### src/rtl/reg_wb_buffer.sv
// Write-back buffer: queues {rd,data} results ahead of the register file and bypasses pending values onto reads.
// Latency: a push at edge N is writable in cycle N+1. Backpressure: wb_ready_out drops only when all entries are pending.
module reg_wb_buffer #(
    parameter int REG_DATA_WIDTH_POW = 6,
    parameter int REG_MEM_DEPTH_POW  = 5,
    parameter int BUF_DEPTH_POW      = 2
) (
    input  logic                                clk_in,
    input  logic                                reset,
    input  logic                                wb_valid_in,
    input  logic [REG_MEM_DEPTH_POW-1:0]        wb_rd_in,
    input  logic [(1<<REG_DATA_WIDTH_POW)-1:0]  wb_data_in,
    output logic                                wb_ready_out,
    input  logic                                drain_en_in,
    output logic                                rf_write_en,
    output logic [REG_MEM_DEPTH_POW-1:0]        rf_rd,
    output logic [(1<<REG_DATA_WIDTH_POW)-1:0]  rf_data_write,
    input  logic [REG_MEM_DEPTH_POW-1:0]        rs1_in,
    input  logic [REG_MEM_DEPTH_POW-1:0]        rs2_in,
    input  logic [(1<<REG_DATA_WIDTH_POW)-1:0]  rf_data1_in,
    input  logic [(1<<REG_DATA_WIDTH_POW)-1:0]  rf_data2_in,
    output logic [(1<<REG_DATA_WIDTH_POW)-1:0]  reg_data1_out,
    output logic [(1<<REG_DATA_WIDTH_POW)-1:0]  reg_data2_out,
    output logic [BUF_DEPTH_POW:0]              count_out
);

    localparam int DW    = 1 << REG_DATA_WIDTH_POW;
    localparam int DEPTH = 1 << BUF_DEPTH_POW;
    localparam int PW    = BUF_DEPTH_POW;
    localparam int CW    = BUF_DEPTH_POW + 1;
    localparam logic [CW-1:0] FULL = CW'(DEPTH);

    logic [PW-1:0]                r_head;
    logic [PW-1:0]                r_tail;
    logic [CW-1:0]                r_count;
    logic [REG_MEM_DEPTH_POW-1:0] r_rd   [DEPTH];
    logic [DW-1:0]                r_data [DEPTH];

    logic [CW-1:0]                w_cnt;
    logic                         w_ready;
    logic                         w_push;
    logic                         w_pop;
    logic [PW-1:0]                w_idx;
    logic [DW-1:0]                w_byp1;
    logic [DW-1:0]                w_byp2;

    // Reset masks the occupancy so nothing stale is written or bypassed in the reset cycle itself.
    assign w_cnt   = reset ? '0 : r_count;
    assign w_ready = (w_cnt < FULL);
    assign w_push  = wb_valid_in && w_ready && (wb_rd_in != '0) && !reset;
    assign w_pop   = (w_cnt != '0) && drain_en_in;

    assign wb_ready_out  = w_ready;
    assign rf_write_en   = w_pop;
    assign rf_rd         = r_rd[r_head];
    assign rf_data_write = r_data[r_head];
    assign count_out     = w_cnt;
    assign reg_data1_out = w_byp1;
    assign reg_data2_out = w_byp2;

    always_ff @(posedge clk_in) begin
        if (reset) begin
            r_head  <= '0;
            r_tail  <= '0;
            r_count <= '0;
        end else begin
            if (w_push) r_tail <= r_tail + PW'(1);
            if (w_pop)  r_head <= r_head + PW'(1);
            case ({w_push, w_pop})
                2'b10:   r_count <= r_count + CW'(1);
                2'b01:   r_count <= r_count - CW'(1);
                default: r_count <= r_count;
            endcase
        end
    end

    always_ff @(posedge clk_in) begin
        if (w_push) begin
            r_rd[r_tail]   <= wb_rd_in;
            r_data[r_tail] <= wb_data_in;
        end
    end

    // Walk oldest to youngest so the last match wins; the head entry counts even while draining.
    always_comb begin
        w_byp1 = rf_data1_in;
        w_byp2 = rf_data2_in;
        w_idx  = '0;
        for (int i = 0; i < DEPTH; i++) begin
            w_idx = r_head + PW'(i);
            if (CW'(i) < w_cnt) begin
                if (r_rd[w_idx] == rs1_in) w_byp1 = r_data[w_idx];
                if (r_rd[w_idx] == rs2_in) w_byp2 = r_data[w_idx];
            end
        end
        if (rs1_in == '0) w_byp1 = '0;
        if (rs2_in == '0) w_byp2 = '0;
    end

endmodule

### config.mk
export PLATFORM = sky130hd
export DESIGN_NAME = reg_wb_buffer
export DESIGN_NICKNAME = d
export VERILOG_FILES = /design/src/rtl/reg_wb_buffer.sv
export SDC_FILE = /design/constraint.sdc
export NUM_CORES = 1
export LEC_CHECK = 0
export CORE_ASPECT_RATIO = 1.4
export CORE_MARGIN = 10
export CORE_UTILIZATION = 54
export CTS_BUF_LIST = sky130_fd_sc_hd__clkbuf_4 sky130_fd_sc_hd__clkbuf_8
export CTS_CLUSTER_DIAMETER = 30
export DETAILED_ROUTE_END_ITERATION = 10
export PLACE_DENSITY_LB_ADDON = 0.1
export SETUP_SLACK_MARGIN = 0.1
export SKIP_CTS_REPAIR_TIMING = 1
export SLEW_MARGIN = 40
export SYNTH_ARGS = -nofsm -noshare
export SYNTH_HDL_FRONTEND = slang
export SYNTH_SLANG_ARGS = --single-unit
### constraint.sdc
create_clock -name clk_in -period 12.2 [get_ports clk_in]
set_input_delay 2.44 -clock clk_in [delete_from_list [all_inputs] [get_ports clk_in]]
set_output_delay 2.44 -clock clk_in [all_outputs]
set_load 0.05 [all_outputs]
* Word-level counts from Yosys, hierarchy flattened
Memories as Yosys holds them, arrays and structs flattened. A register that Yosys moved wholly into a read port is not among the register bits.
Cells that the tools add are included.
** Word-level totals
- Bits in writable memories :: 276
- Bits in registers :: 7
- Memories :: 2
- Input bits :: 211
- Word-level logic and storage cells :: 62
** Memories
- r_data :: depth 4, bits a word 64, rd ports 4, clocked after memory_dff 1, write ports 1, RTL line 37 : logic [DW-1:0] r_data [DEPTH];
- r_rd :: depth 4, bits a word 5, rd ports 4, clocked after memory_dff 1, write ports 1, RTL line 36 : logic [REG_MEM_DEPTH_POW-1:0] r_rd [DEPTH];
** Cells by class
- Muxes and demuxes :: 26
- Magnitude comparators :: 5
- Equal/unequal tests :: 10
- Reduce and logical (&&, ||, !) cells :: 10
- Add/subtract/negate cells :: 6
** Operators with widths (count)
- $mux 64 :: 18
- $eq 5x5->1 :: 8
- $logic_not 5->1 :: 2
- $mux 2 :: 4
- $lt 1x3->1 const A :: 2
- $lt 2x3->1 const A :: 2
- $pmux 3 s2 :: 1
- $reduce_bool 5->1 :: 1
- $add 2x1->2 const B :: 2
- $add 2x2->2 const B :: 2
- $logic_and 1x1->1 :: 4
- $add 3x1->3 const B :: 1
- $lt 3x3->1 const B :: 1
- $mux 3 :: 1
- $reduce_bool 3->1 :: 1
- $sub 3x1->3 const B :: 1
- $eq 2x1->1 const B :: 1
- $eq 2x2->1 const B :: 1
- $mux 1 :: 2
- $reduce_bool 2->1 :: 1
- $logic_not 1->1 :: 1

* Logic depth before layout (Yosys ltp)
- Depth in word-level cells :: 10
- Mapped depth :: 11

* Worst setup path after synthesis
No wires, ideal clock.
- Path kind :: in2out
- From :: in reset
- To :: out reg_data2_out[10]
- Slack :: 4.515 ns
- Arrival time :: 5.245 ns
- Path buffers :: 1
- Stages :: 7
- Cells stage by stage :: nand2b_1 > inv_1 > a21oi_1 > nor4_4 > buf_6 > nand2_1 > a31oi_1
** On the way
- Longest elaborated chain between the ends :: 10
- Elaborated cells on any way between the ends :: 13
- Classes of those cells :: 4 x order compare; 9 x mux
** Ends and longest elaborated chain
- start: declaration :: RTL line 9 : input logic reset,
- $mux 3 * :: RTL line 48 : assign w_cnt = reset ? '0 : r_count;
- via count_out[2] :: RTL line 24 : output logic [BUF_DEPTH_POW:0] count_out
- $lt 1x3->1 :: RTL line 91 : if (CW'(i) < w_cnt) begin
- $mux 64 :: RTL line 91
- $mux 64 :: RTL line 93 : if (r_rd[w_idx] == rs2_in) w_byp2 = r_data[w_idx];
- $mux 64 :: RTL line 91
- $mux 64 :: RTL line 93
- $mux 64 :: RTL line 91
- $mux 64 :: RTL line 93
- $mux 64 * :: RTL line 91
- $mux 64 * :: RTL line 97 : if (rs2_in == '0) w_byp2 = '0;
- end: declaration :: RTL line 23 : output logic [(1<<REG_DATA_WIDTH_POW)-1:0] reg_data2_out,
Mark *: on every way through the listed nets, which the timed path passes. The rest lies on a longest branch.

* Worst setup path in the final report
- From :: in reset
- To :: out reg_data1_out[10]
** On the way
- Longest elaborated chain between the ends :: 10
- Elaborated cells on any way between the ends :: 13
- Classes of those cells :: 4 x order compare; 9 x mux
** Ends and longest elaborated chain
- $mux 3 * :: RTL line 48
- $lt 1x3->1 :: RTL line 91
- $mux 64 :: RTL line 91
- $mux 64 :: RTL line 92 : if (r_rd[w_idx] == rs1_in) w_byp1 = r_data[w_idx];
- $mux 64 :: RTL line 91
- $mux 64 :: RTL line 92
- $mux 64 :: RTL line 91
- $mux 64 :: RTL line 92
- $mux 64 * :: RTL line 91
- $mux 64 * :: RTL line 96 : if (rs1_in == '0) w_byp1 = '0;
- end: declaration :: RTL line 22 : output logic [(1<<REG_DATA_WIDTH_POW)-1:0] reg_data1_out,
Mark *: on every way between the ends. The rest lies on a longest branch, timed or not.

==> results.toml <==
[run_status]
outcome = "finished clean"

[global_route]
antenna_found_initial = 26
grt_pass1_vias = 22175
grt.total_usage_pct = 34.95
overflow = 0
grt_pass1_wl_mm = 133.8
grt_max_degree = 82

[clock_network]
clk_latency_ps = 620
cts.root.buffer_cell = "clkbuf_8"
clk_pin_slew_ps = 60
numClockSinks = 285
cts_tree = "done"
numCtsBuffers = 54
h-tree-depth = 2
clockBufferDepth = 3

[setup_path]
reg2reg_slack_ps = 8690
cp_slowest_cell = "clkdlybuf4s50_1"
crit_start = "reset"
crit_type = "input port to output port"
cp-end-kind = "output port"
reg2reg_to = "r_count[2]"
cp.depth = 9
start_kind = "input port"
crit_end = "reg_data1_out[10]"
cp_max_fo = 37
reg2regPathDepth = 11
critical_path.max_stage_delay_ps = 960
critPathTopFamily = "buffers and inverters"
cp_common_cell = "clkdlybuf4s50_1"
crit_buf_inv = 4
r2r-start = "r_count[2]"
path_cells = "clkdlybuf4s50_1 > nand2b_1 > inv_1 > a21oi_1 > or3_2 > buf_4 > o311ai_1 > a31oi_1 > clkdlybuf4s50_1"
crit_arrival_ps = 6960
required_ps = 9760

[synth]
ys_types = 44
postSynthCellCount = 2156
synthFlopType = "edfxtp_1"
synth_area_leaders = "edfxtp_1, mux4_2, o311ai_1, o21ai_0, a21boi_0"
synth_fp_nets = 2373
synth_top_family_by_area = "multiplexers"
synthArstFlopShare_pct = 0
synth_commonest_cells = "edfxtp_1, nand2_1, o21ai_0"
ys_seq_area_share_pct = 38.32
yosys.area_share.simple_pct = 11.11
synth_top_area_share_pct = 37.50
yosys_warnings = 0
synthMostInstantiatedCell = "edfxtp_1"
synth.largest_area_cell = "edfxtp_1"
synth-xor-area-share_pct = 1.772
syn_area_per_cell_um2 = 10.25
yosys_register_bits = 285
synth_fa_ha_area_share_pct = 0.3737
synth_edf_count = 276
synth.area.mux_share_pct = 21.52
synth-compound-area-share_pct = 21.32
netlist_area_um2 = 22100

[placement]
port_buffers = 412
hpwl_mm = 55.09
placed_area_um2 = 26200
dp_cells = 2883
dp_worst_setup_slack_ps = 2940
place_congestion = 0.9301

[final_layout]
final-seq-area_um2 = 8483
fin_cells = 3006
fin_nets = 2625
syn_to_final_growth_pct = 24.77
num-fill-cells = 3095
drive_gt1_share_pct = 15.86
final_area_um2 = 27580
multi_input_area_um2 = 12540

[run]
max_cap_violations = 0

[timing]
rsz0062_at_grt = "false"
timing.fmax_mhz = 106.4
report.final.hold_viol_count = 0
setup_violations = 0
skew_ps = 27.65
timing.final.crit_share_pct = 77.04
setup_ws_ps = 2801
slew-limit-headroom_pct = 39.59
period_minus_slack_ps = 9399
drv_slew = 0
tightest_slew_ps = 906.2
finalSetupTns_ps = 0

[route]
first_iter_violations = 3243
drtAntennaViolNets = 0
drt-wirelength-per-cell_um = 29.59
viasPerCell = 7.317
route.detailed.drc = 0
drt-total-wl_mm = 88.96
drt_pass1_iterations = 7
num_vias = 21996

[pwr]
max-vdd-ir-drop_v = 0.0001083
p_per_area_nw_per_um2 = 108.8
cellLeakagePower_nw = 8.067

[die]
die_area_um2 = 49530
initial_core_util_pct = 54.72
die_h_um = 259.4
die_w_um = 191.0
ios = 413
rows = 87
core_area_um2 = 40390

[hold_path]
holdPathStages = 2
min_path_type = "register to register"
-- flip-flops by register name (all words and copies together) (netlist names), named ones only --
signal,flops
r_count,3
r_data,256
r_head,2
r_rd,20
r_tail,2
-- how the worst min path moves through the flow --
| stage | start | end | slack [ps] |
|---|---|---|---|
| floorplan | r_count[2] | r_count[2] | 500 |
| global route | r_count[1] | r_count[1] | 620 |
| global placement | r_count[1] | r_count[1] | 540 |
| CTS | r_count[1] | r_count[1] | 560 |
| finish | r_count[1] | r_count[1] | 570 |
| detailed placement | r_count[1] | r_count[1] | 550 |
-- final cells by class --
class	instances	area share [%]
multi-input cells	1600	45.48
clock buffers	67	3.140
flip-flops and latches	285	30.76
inverters	9	0.1407
clock inverters	33	1.252
well taps	534	2.423
repair buffers	458	16.62
diodes	20	0.1815
-- stage by stage --
stage | hold slack, ps | total power, mW | util [%]
6_report | 574.0 | 3.001 | 68.28
5_1_grt | 623.0 | 3.095 | 68.27
4_1_cts | 563.6 | 2.991 | 67.88
3_5_place_dp | 548.8 | 1.964 | 64.88
3_3_place_gp | 537.3 | 1.955 | 64.76
2_1_floorplan | 496.4 | 1.655 | -
-- power by group --
group | internal (mW) | switching [mW] | leakage [nW]
combinational | 0.312 | 0.529 | 4.88
sequential | 1.10 | 0.0291 | 2.58
clock | 0.603 | 0.428 | 0.603
total | 2.01 | 0.986 | 8.07
-- logic make-up after synthesis --
family | count (synthesis)
buffers and inverters | 271
xor gates and xnor gates | 43
and+or+nand+nor | 553
muxes | 283
adders and majority gates | 6
AOI/OAI and AO/OA | 715
DFF | 285
-- metal layers --
layer	part of all wire, %	vias to the layer above	global-route usage [%]
met5	0.062	-	0
met4	7.5	8	23.70
met3	13	595	11.69
met2	47	1914	55.85
met1	32	10413	38.85
li1	-	9066	-
-- worst register-to-register path: stages (launching register included) --
cell and delay (ps):
dfxtp_1 460, nor3_2 150, nor2_4 320, clkbuf_16 280
buf_4 570, and2_1 380, ha_1 230, inv_1 70
fa_1 380, xor2_1 160, or3_1 300, a21oi_1 140
-- cells in the final DEF (no fill, tap or decap), types with 20 or more instances in the layout --
| master | netlist | final |
|---|---|---|
| a21boi_0 | 128 | 128 |
| a21oi_1 | 68 | 68 |
| a31oi_1 | 128 | 128 |
| buf_4 | 2 | 29 |
| clkbuf_8 | 0 | 59 |
| clkdlybuf4s50_1 | 0 | 412 |
| diode_2 | 0 | 20 |
| edfxtp_1 | 276 | 276 |
| mux2_2 | 67 | 67 |
| mux2i_1 | 69 | 69 |
| mux4_2 | 147 | 147 |
| nand2_1 | 252 | 250 |
| nand3_1 | 64 | 64 |
| nor2_1 | 78 | 76 |
| nor3_1 | 114 | 113 |
| o211ai_1 | 64 | 64 |
| o21ai_0 | 193 | 193 |
| o311ai_1 | 128 | 128 |
| xnor2_1 | 30 | 30 |
(Power assumes the default switching activity.)
